--- src/rtl/gray_conv_arbiter_if.sv ---
// Request/response bundle between requesters and the shared
// Gray converter front-end.
interface gray_conv_arbiter_if #(
  parameter int N   = 4,
  parameter int IDW = 2
);
  logic [N-1:0]   req;
  logic [4*N-1:0] bin_in;
  logic [N-1:0]   gnt;
  logic [3:0]     gray_out;
  logic [IDW-1:0] out_id;
  logic           out_valid;
  logic           busy;
  logic [7:0]     conv_cnt;

  modport master (
    output req,
    output bin_in,
    input  gnt,
    input  gray_out,
    input  out_id,
    input  out_valid,
    input  busy,
    input  conv_cnt
  );

  modport slave (
    input  req,
    input  bin_in,
    output gnt,
    output gray_out,
    output out_id,
    output out_valid,
    output busy,
    output conv_cnt
  );
endinterface

--- src/rtl/gray_conv_arbiter.sv ---
// Round-robin arbiter sharing one 4-bit binary-to-Gray converter
// among N requesters; result returned registered with requester ID.
module bin_gra (
  input  logic b3,
  input  logic b2,
  input  logic b1,
  input  logic b0,
  output logic g3,
  output logic g2,
  output logic g1,
  output logic g0
);
  assign g3 = b3;
  assign g2 = b3 ^ b2;
  assign g1 = b2 ^ b1;
  assign g0 = b1 ^ b0;
endmodule

module gray_conv_arbiter #(
  parameter int N   = 4,
  parameter int IDW = 2
) (
  input logic               clk,
  input logic               rst_n,
  gray_conv_arbiter_if.slave bus
);
  typedef enum logic [1:0] {
    IDLE,
    CONV,
    RESP
  } state_t;

  typedef struct packed {
    logic [3:0]     bin;
    logic [IDW-1:0] id;
  } cap_t;

  localparam logic [N-1:0]   ONE  = N'(1);
  localparam logic [IDW-1:0] LAST = IDW'(N - 1);

  state_t         state;
  cap_t           cap;
  logic [IDW-1:0] rr_ptr;
  logic [IDW-1:0] win;
  logic           win_ok;
  logic [3:0]     win_bin;
  logic [3:0]     conv;

  // Search starts one past the last winner so grants rotate.
  always_comb begin
    win     = '0;
    win_ok  = 1'b0;
    win_bin = '0;
    for (int i = 1; i <= N; i++) begin
      if (!win_ok && bus.req[(int'(rr_ptr) + i) % N]) begin
        win_ok = 1'b1;
        win    = IDW'((int'(rr_ptr) + i) % N);
      end
    end
    win_bin = bus.bin_in[4*int'(win) +: 4];
  end

  bin_gra u_conv (
    cap.bin[3], cap.bin[2], cap.bin[1], cap.bin[0],
    conv[3], conv[2], conv[1], conv[0]
  );

  always_ff @(posedge clk or negedge rst_n) begin
    if (!rst_n) begin
      state         <= IDLE;
      cap           <= '0;
      rr_ptr        <= LAST;
      bus.gnt       <= '0;
      bus.gray_out  <= '0;
      bus.out_id    <= '0;
      bus.out_valid <= 1'b0;
      bus.busy      <= 1'b0;
      bus.conv_cnt  <= '0;
    end else begin
      unique case (state)
        IDLE: begin
          if (win_ok) begin
            cap.bin  <= win_bin;
            cap.id   <= win;
            bus.gnt  <= ONE << win;
            rr_ptr   <= win;
            bus.busy <= 1'b1;
            state    <= CONV;
          end
        end
        CONV: begin
          bus.gray_out  <= conv;
          bus.out_id    <= cap.id;
          bus.out_valid <= 1'b1;
          bus.gnt       <= '0;
          state         <= RESP;
        end
        RESP: begin
          bus.out_valid <= 1'b0;
          bus.conv_cnt  <= bus.conv_cnt + 8'd1;
          bus.busy      <= 1'b0;
          state         <= IDLE;
        end
        default: begin
          state <= IDLE;
        end
      endcase
    end
  end
endmodule

--- src/flat_wrapper.sv ---
// flat-port wrapper written by rule: the top's interface ports become plain ports
module gray_conv_arbiter_flat 
#(
  parameter int N   = 4,
  parameter int IDW = 2
)
  (clk, rst_n, bus_req, bus_bin_in, bus_gnt, bus_gray_out, bus_out_id, bus_out_valid, bus_busy, bus_conv_cnt);
  gray_conv_arbiter_if #(.N(N), .IDW(IDW)) bus_i ();
  input logic clk;
  input logic rst_n;
  input wire logic [$bits(bus_i.req)-1:0] bus_req;
  input wire logic [$bits(bus_i.bin_in)-1:0] bus_bin_in;
  output wire logic [$bits(bus_i.gnt)-1:0] bus_gnt;
  output wire logic [$bits(bus_i.gray_out)-1:0] bus_gray_out;
  output wire logic [$bits(bus_i.out_id)-1:0] bus_out_id;
  output wire logic [$bits(bus_i.out_valid)-1:0] bus_out_valid;
  output wire logic [$bits(bus_i.busy)-1:0] bus_busy;
  output wire logic [$bits(bus_i.conv_cnt)-1:0] bus_conv_cnt;
  assign bus_i.req = bus_req;
  assign bus_i.bin_in = bus_bin_in;
  assign bus_gnt = bus_i.gnt;
  assign bus_gray_out = bus_i.gray_out;
  assign bus_out_id = bus_i.out_id;
  assign bus_out_valid = bus_i.out_valid;
  assign bus_busy = bus_i.busy;
  assign bus_conv_cnt = bus_i.conv_cnt;
  gray_conv_arbiter #(.N(N), .IDW(IDW)) u_core (.clk(clk), .rst_n(rst_n), .bus(bus_i));
endmodule
--- config.mk ---
export PLATFORM = sky130hd
export DESIGN_NAME = gray_conv_arbiter_flat
export DESIGN_NICKNAME = d
export VERILOG_FILES = /design/src/rtl/gray_conv_arbiter_if.sv /design/src/rtl/gray_conv_arbiter.sv /design/src/flat_wrapper.sv
export SDC_FILE = /design/constraint.sdc
export NUM_CORES = 1
export LEC_CHECK = 0
export CAP_MARGIN = 20
export CORE_AREA = 5 5 65 67
export CTS_BUF_LIST = sky130_fd_sc_hd__clkbuf_8
export DETAILED_ROUTE_END_ITERATION = 7
export DIE_AREA = 0 0 70 72
export PLACE_DENSITY = 0.81
export SYNTH_ARGS = -nofsm -noshare
export SYNTH_HDL_FRONTEND = slang
export SYNTH_HIERARCHICAL = 1
export SYNTH_SLANG_ARGS = --single-unit
--- constraint.sdc ---
create_clock -name clk -period 1.7 [get_ports clk]
set_input_delay 0.17 -clock clk [delete_from_list [all_inputs] [get_ports clk]]
set_output_delay 0.17 -clock clk [all_outputs]
set_load 0.1 [all_outputs]
==> results of run 1 <==
## critical path, delay by kind of cell
kind	cells	cell delay [ps]
and+or+nand+nor	3	750
buffers and inverters	2	720
AOI/OAI and AO/OA	1	290
## layer usage
layer | vias up | wire [um] | global-route usage [%]
met5 | - | 0 | 0
met4 | 0 | 91 | 7.45
met3 | 11 | 187 | 4.29
met2 | 45 | 2000 | 27.4
met1 | 648 | 1730 | 19.3
li1 | 624 | - | -
## area by class of cell
| class | count | area share [%] |
|---|---|---|
| Sequential cell | 30 | 30.9 |
| Inverter | 12 | 1.85 |
| Timing Repair Buffer | 61 | 28.3 |
| Tap cell | 48 | 2.46 |
| Clock buffer | 5 | 2.82 |
| Multi-Input combinational cell | 98 | 32.1 |
| Clock inverter | 3 | 1.64 |
## path summary, 6_finish.rpt
path / start / end / slack (ps) / depth (start not counted)
max: bus_req[1] / u_core/bus.gnt[1] / -50 / 6
min: rst_n / u_core/cap[0] / 270 / 2
max reg2reg: u_core/rr_ptr[1] / u_core/bus.gnt[0] / -50 / 5
min reg2reg: u_core/cap[0] / u_core/cap[0] / 490 / 2
max in group asynchronous: rst_n / u_core/rr_ptr[0] / 1120 / 2
min in group clk: u_core/cap[0] / u_core/cap[0] / 490 / 2
## registers in the layout, indices dropped and copies added, names as in the netlist
register / cells
u_core/bus.out_id: 2
u_core/bus.out_valid: 1
u_core/cap: 6
u_core/bus.busy: 1
u_core/bus.gray_out: 4
u_core/bus.conv_cnt: 8
u_core/bus.gnt: 4
u_core/rr_ptr: 2
u_core/state: 2
## stage by stage
step / cells / setup TNS, ps
4_1_cts: 257 / -12.1
3_5_place_dp: 246 / -2840
6_report: 257 / -223
3_3_place_gp: 246 / -2180
2_1_floorplan: 145 / 0
5_1_grt: 257 / -631
## cell families (layout without fill, tap and decap cells)
logic type               count (synthesis)  in the layout  share of synthesized area, %
multiplexers                            14             14                          9.84
AO/OA/AOI/OAI                           27             28                          12.8
buffers and inverters                   18             81                          5.66
adder cells (fa/ha/maj)                  5              5                          4.10
flip-flops                              30             30                          49.4
AND/OR/NAND/NOR                         41             41                          12.5
XOR/XNOR                                10             10                          5.74
## repair_timing
| action | CTS | global route |
|---|---|---|
| setup buffers | 2 | 0 |
| endpoints found under the setup margin | 8 | 9 |
| hold buffers | 0 | 0 |
| gates cloned | 1 | 0 |
| gates resized for setup | 9 | 12 |
| hold endpoints to repair | 0 | 0 |
| pin swaps | 2 | 9 |
## cells in the mapped netlist (2+ instances only)
cell / number
xor2_1: 6
nand4_1: 3
nor2b_1: 3
nand2b_1: 2
dfstp_2: 2
a211oi_1: 12
o21ai_0: 6
mux2i_1: 6
nand2_1: 16
clkbuf_1: 3
inv_1: 12
dfrtp_1: 28
nor2_1: 11
mux2_2: 8
xnor2_1: 4
ha_1: 5
buf_6: 2
==> results.cfg, run 1 <==
[clocking]
cts_buffer_depth = 2
cts_sinks = 30
insertion_delay_ps = 280
root_buffer = clkbuf_8
cts.htree.levels = 2
cts_made_buffers = 5
cts.clk_slew.worst_paths_ps = 70
cts_tree = done

[layout]
area_growth_syn_to_layout_pct = 60.0
drive_gt1_share_pct = 37.3
nets = 235
seq_area_sq_um = 753
fillers = 244
multi_input_area_sq_um = 783
final_cell_area_sq_mm = 0.00244
final_core_util_pct = 68.2
final_common_cell = dfrtp_1
antenna_cells = 0
final_cell_mix = dfrtp_1, buf_4, clkdlybuf4s50_1

[global_route]
gr-total-overflow = 0
antenna_found_initial = 0
grt_first_pass_wirelength_mm = 6.42
grt_max_degree = 31
track_usage_pct = 16.2
grt_pass1_vias = 1387

[sta]
fmax_ghz = 0.571
tightest_slew_ps = 457
rsz0062_at_grt = yes
fin_ws_ps = -50.9
finalMaxSlewViolations = 0
post-route-min-period_ps = 1750
setup_viol = 7
whs_ps = 267
finClkSkew_ps = 6.60
relSlewSlack_pct = 69.6
hold_viol = 0
fin_crit_sh_pct = 103

[placed_design]
pre_cts_slack_ps = -285
portBuffers = 41
post-dp-hpwl_mm = 2.74
dpl_cell_area_sq_mm = 0.00222
routabilityCongestion = 0.797

[logic_synthesis]
synth_nets = 172
async_reset_ff_share_pct = 100
synth_seq_cells = 30
syn_avg_cell_area_sq_um = 10.5
yosysSeqAreaShare_pct = 49.4
synth_top_area_share_pct = 45.9
synth_ff_type = dfrtp_1
syn_area_sq_mm = 0.00153
synthCells = 145
synth_edf_count = 0
yosys.area.top_type = dfrtp_1
ys_warn_count = 6
synth_cell_type_count = 33
synth.area.top_cells = dfrtp_1, a211oi_1, mux2_2, ha_1, mux2i_1

[detailed_routing]
ant_nets = 0
dr.pass1.iters = 4
drtIter0Drc = 122
wire_per_inst_um = 15.6
drt-total-wl_mm = 4.01
vias_per_cell = 5.17
via_count = 1328
drc = 0

[setup_path]
crit_arrival_ps = 1920
critPathSlowestCell = clkdlybuf4s50_1
max_stage_delay_ps = 520
path_class = input pin to register
cp-end-kind = register
critPathLaunchType = input pin
required_ps = 1870
worstPathMaxFanout = 5
path_cells = clkdlybuf4s50_1 -> nor4_1 -> buf_4 -> nand2b_1 -> nor2_1 -> a31o_2

[min_path]
hold_class = input pin to async pin

[floorplan]
die_w_um = 70
ios = 42
core_area_sq_mm = 0.00358
rows = 22
die_h_um = 72
start_util_pct = 42.6
fp.dieArea_sq_mm = 0.00504

[outcome]
violations = negative setup slack
status = finished, violations left

[flow_run]
maxCapViolCount = 0
Power of run 1 is left out: the tool's default activity adds up to more than one toggle a clock period on the data nets, which glitch-free logic cannot reach.
==> inputs of run 2 (changes only) <==
CORE_AREA = 4 4 61 63   (was 5 5 65 67)
DIE_AREA = 0 0 65 67   (was 0 0 70 72)
PLACE_DENSITY = 0.85   (was 0.81)
clock period = 1.83 ns   (was 1.7 ns; I/O delays follow)
==> results.cfg, run 2 (synthesis results as in run 1) <==
[outcome]
status = complete, no violations

[detailed_routing]
drtIter0Drc = 120
dr.pass1.iters = 4
wire_per_inst_um = 15.0
ant_nets = 0
via_count = 1297
vias_per_cell = 5.15
drc = 0
drt-total-wl_mm = 3.77

[sta]
finalMaxSlewViolations = 0
fmax_ghz = 0.560
tightest_slew_ps = 511
setup_tns_ps = 0
setup_viol = 0
post-route-min-period_ps = 1780
relSlewSlack_pct = 65.7
fin_crit_sh_pct = 97.5
finClkSkew_ps = 7.71
hold_viol = 0
rsz0062_at_grt = yes

[setup_path]
cp-end-kind = register
startpoint = bus_req[3]
crit_arrival_ps = 1930
crit_path_end = u_core/bus.gnt[2]
path_class = input pin to register
worstPathMaxFanout = 6
rr_worst_depth = 6
required_ps = 1980
critPathLaunchType = input pin
r2r_slack_ps = 60
r2r_start = u_core/rr_ptr[1]
regToRegEndpoint = u_core/cap[4]

[clocking]
cts_tree = done
cts_made_buffers = 5
insertion_delay_ps = 280
cts.clk_slew.worst_paths_ps = 60
cts.htree.levels = 2
cts_buffer_depth = 2
hold_buffers = 0
root_buffer = clkbuf_8
cts_sinks = 30

[floorplan]
ios = 42
die_w_um = 65
fp.dieArea_sq_mm = 0.00436
core_area_sq_mm = 0.00323
die_h_um = 67
start_util_pct = 47.2
rows = 21

[layout]
final_common_cell = buf_4
area_growth_syn_to_layout_pct = 41.4
largest_register = u_core/bus.conv_cnt
drive_gt1_share_pct = 30.1
final_cell_mix = buf_4, dfrtp_1, clkdlybuf4s50_1
largest_register_ff_count = 8
antenna_cells = 0
fillers = 274
largest_registers = u_core/bus.conv_cnt: 8 flops, u_core/cap: 6 flops
nets = 232

[placed_design]
portBuffers = 41
routabilityCongestion = 0.781
post-dp-hpwl_mm = 2.80

[min_path]
hold_class = input pin to async pin

[flow_run]
maxCapViolCount = 0

[global_route]
track_usage_pct = 18.8
gr-total-overflow = 0
grt_first_pass_wirelength_mm = 6.19
antenna_found_initial = 0
grt_pass1_vias = 1414
grt_max_degree = 31
==> run 2: repair_timing <==
item	in CTS	in global routing
endpoints found under the hold margin	0	0
pin swaps	1	2
setup buffers	2	0
gates resized for setup	0	8
endpoints found under the setup margin	4	5
==> run 2: how the worst min path moves through the flow <==
stage,start,end,slack [ps],cells past startpoint
3_3_place_gp,u_core/cap[0],u_core/cap[0],460,2
3_5_place_dp,u_core/bus.conv_cnt[7],u_core/bus.conv_cnt[7],470,1
2_1_floorplan,rst_n,u_core/bus.busy,-110,0
4_1_cts,rst_n,u_core/bus.gnt[2],300,2
6_report,rst_n,u_core/bus.gnt[3],290,2
5_1_grt,rst_n,u_core/bus.conv_cnt[7],320,2
==> run 2: layout make-up <==
type	instances	area, sq um	share of cell area (%)
Clock buffer	6	82.6	3.83
Sequential cell	30	753	34.9
Inverter	12	45.0	2.09
Timing Repair Buffer	59	495	23.0
Clock inverter	2	8.76	0.406
Multi-Input combinational cell	97	714	33.1
Tap cell	46	57.6	2.67
==> run 2: critical path: stages <==
cell and delay [ps]:
clkdlybuf4s50_1 490, nor4_2 490, nor2_4 90, nand3b_1 270, buf_4 170, a2bb2oi_1 160
o21ai_1 70
==> run 2: per-layer routing <==
metal / track usage (%) / vias up / routed length (um)
met3: 5.40 / 6 / 276
met5: 0 / - / 0
met4: 5.80 / 0 / 46
met1: 21.1 / 621 / 1460
met2: 34.4 / 53 / 1990
li1: - / 617 / -
==> run 2: stage by stage <==
step                instance area, sq um  setup slack, ps  hold slack [ps]  cells  utilization, %
floorplan                           1530             68.0             -113    145               -
global placement                    2020             -117              455    242            62.6
detailed placement                  2020             -147              465    242            62.6
CTS                                 2130             33.2              296    252            65.9
global route                        2160            -52.8              318    252            66.7
finish                              2160             45.0              290    252            66.7
Power of run 2 is left out for the same reason.
==> inputs of run 3 (changes only) <==
CORE_AREA = 4 4 57 59   (was 4 4 61 63)
DIE_AREA = 0 0 61 63   (was 0 0 65 67)
DONT_BUFFER_PORTS = 1   (was unset)
PLACE_DENSITY = 0.76   (was 0.85)
==> results.cfg, run 3 (synthesis results as in run 1) <==
[outcome]
status = complete, no violations

[layout]
finalNonFillerCells = 208
largest_registers = u_core/bus.conv_cnt: 8 flops, u_core/cap: 6 flops
final_cell_mix = dfrtp_1, buf_4, nand2_1
antenna_cells = 0
area_growth_syn_to_layout_pct = 24.0
seq_area_sq_um = 753
final_core_util_pct = 69.8
nets = 203
drive_gt1_share_pct = 30.5
multi_input_area_sq_um = 714
fillers = 198
largest_register = u_core/bus.conv_cnt
largest_register_ff_count = 8
final_common_cell = dfrtp_1

[floorplan]
fp.dieArea_sq_mm = 0.00384
die_w_um = 61
start_util_pct = 56.3
ios = 42
core_area_sq_mm = 0.00271
rows = 19
die_h_um = 63

[clocking]
cts.htree.levels = 2
cts_buffer_depth = 2
insertion_delay_ps = 280
cts_sinks = 30
root_buffer = clkbuf_8
cts.clk_slew.worst_paths_ps = 60
cts_made_buffers = 5
cts_tree = done

[sta]
fmax_ghz = 0.563
finClkSkew_ps = 5.49
setup_tns_ps = 0
fin_crit_sh_pct = 97.0
setup_viol = 0
whs_ps = 141
post-route-min-period_ps = 1770
relSlewSlack_pct = 38.8
rsz0062_at_grt = yes
hold_viol = 0
finalMaxSlewViolations = 0
tightest_slew_ps = 918

[flow_run]
maxCapViolCount = 0

[detailed_routing]
drc = 0
dr.pass1.iters = 4
via_count = 1214
drtIter0Drc = 41
ant_nets = 0
vias_per_cell = 5.84
drt-total-wl_mm = 3.43
wire_per_inst_um = 16.5

[global_route]
grt_first_pass_wirelength_mm = 5.55
grt_pass1_vias = 1217
gr-total-overflow = 0
antenna_found_initial = 0
track_usage_pct = 19.5
grt_max_degree = 31

[setup_path]
worstPathMaxFanout = 4
required_ps = 2020
critPathLaunchType = register
cp-end-kind = register
path_class = register to register
crit_arrival_ps = 1960

[placed_design]
portBuffers = 0
post-dp-hpwl_mm = 2.48
dp_cells = 193
routabilityCongestion = 0.857

[min_path]
hold_class = input pin to register
run 3: timing repair:
action | CTS | global route
setup buffers | 0 | 5
hold buffers | 2 | 0
endpoints found under the setup margin | 0 | 5
gates resized for setup | 0 | 8
endpoints found under the hold margin | 30 | 0
run 3: metal layers:
| metal | global-route usage, % | share of wire, % | up-vias | routed length [um] |
|---|---|---|---|---|
| li1 | - | - | 562 | - |
| met1 | 22.5 | 40 | 597 | 1360 |
| met2 | 32.1 | 50 | 47 | 1730 |
| met3 | 7.64 | 7.9 | 8 | 270 |
| met4 | 6.78 | 2.0 | 0 | 70 |
| met5 | 0 | 0 | - | 0 |
run 3: path summary, 6_finish.rpt:
kind | startpoint | endpoint | slack (ps) | cells after the start
max | u_core/rr_ptr[1] | u_core/cap[4] | 60 | 6
min | bus_bin_in[3] | u_core/cap[5] | 140 | 2
max reg2reg | u_core/rr_ptr[1] | u_core/cap[4] | 60 | 6
min reg2reg | u_core/cap[0] | u_core/cap[0] | 470 | 2
max in group asynchronous | rst_n | u_core/rr_ptr[1] | 1250 | 2
min in group asynchronous | rst_n | u_core/bus.gray_out[0] | 340 | 2
run 3: layout make-up:
| class | instances | area share, % |
|---|---|---|
| Timing Repair Buffer | 30 | 13.1 |
| Clock buffer | 6 | 4.37 |
| Sequential cell | 30 | 39.8 |
| Clock inverter | 2 | 0.463 |
| Tap cell | 31 | 2.05 |
| Multi-Input combinational cell | 97 | 37.8 |
| Inverter | 12 | 2.38 |
run 3: worst max-delay path: stages (launching register included):
cell      delay (ps)
dfstp_2          570
mux2i_1          230
o22ai_2           90
buf_4            150
a211oi_1         350
a211oi_2          70
a211oi_1         220
run 3: per-stage QoR:
step	instance area (sq um)	worst slack, ps
after detailed placement	1700	13.2
after global routing	1890	-15.4
after CTS	1820	8.58
after floorplan	1530	68.0
final	1890	55.2
after global placement	1700	95.8
Power of run 3 is left out for the same reason.
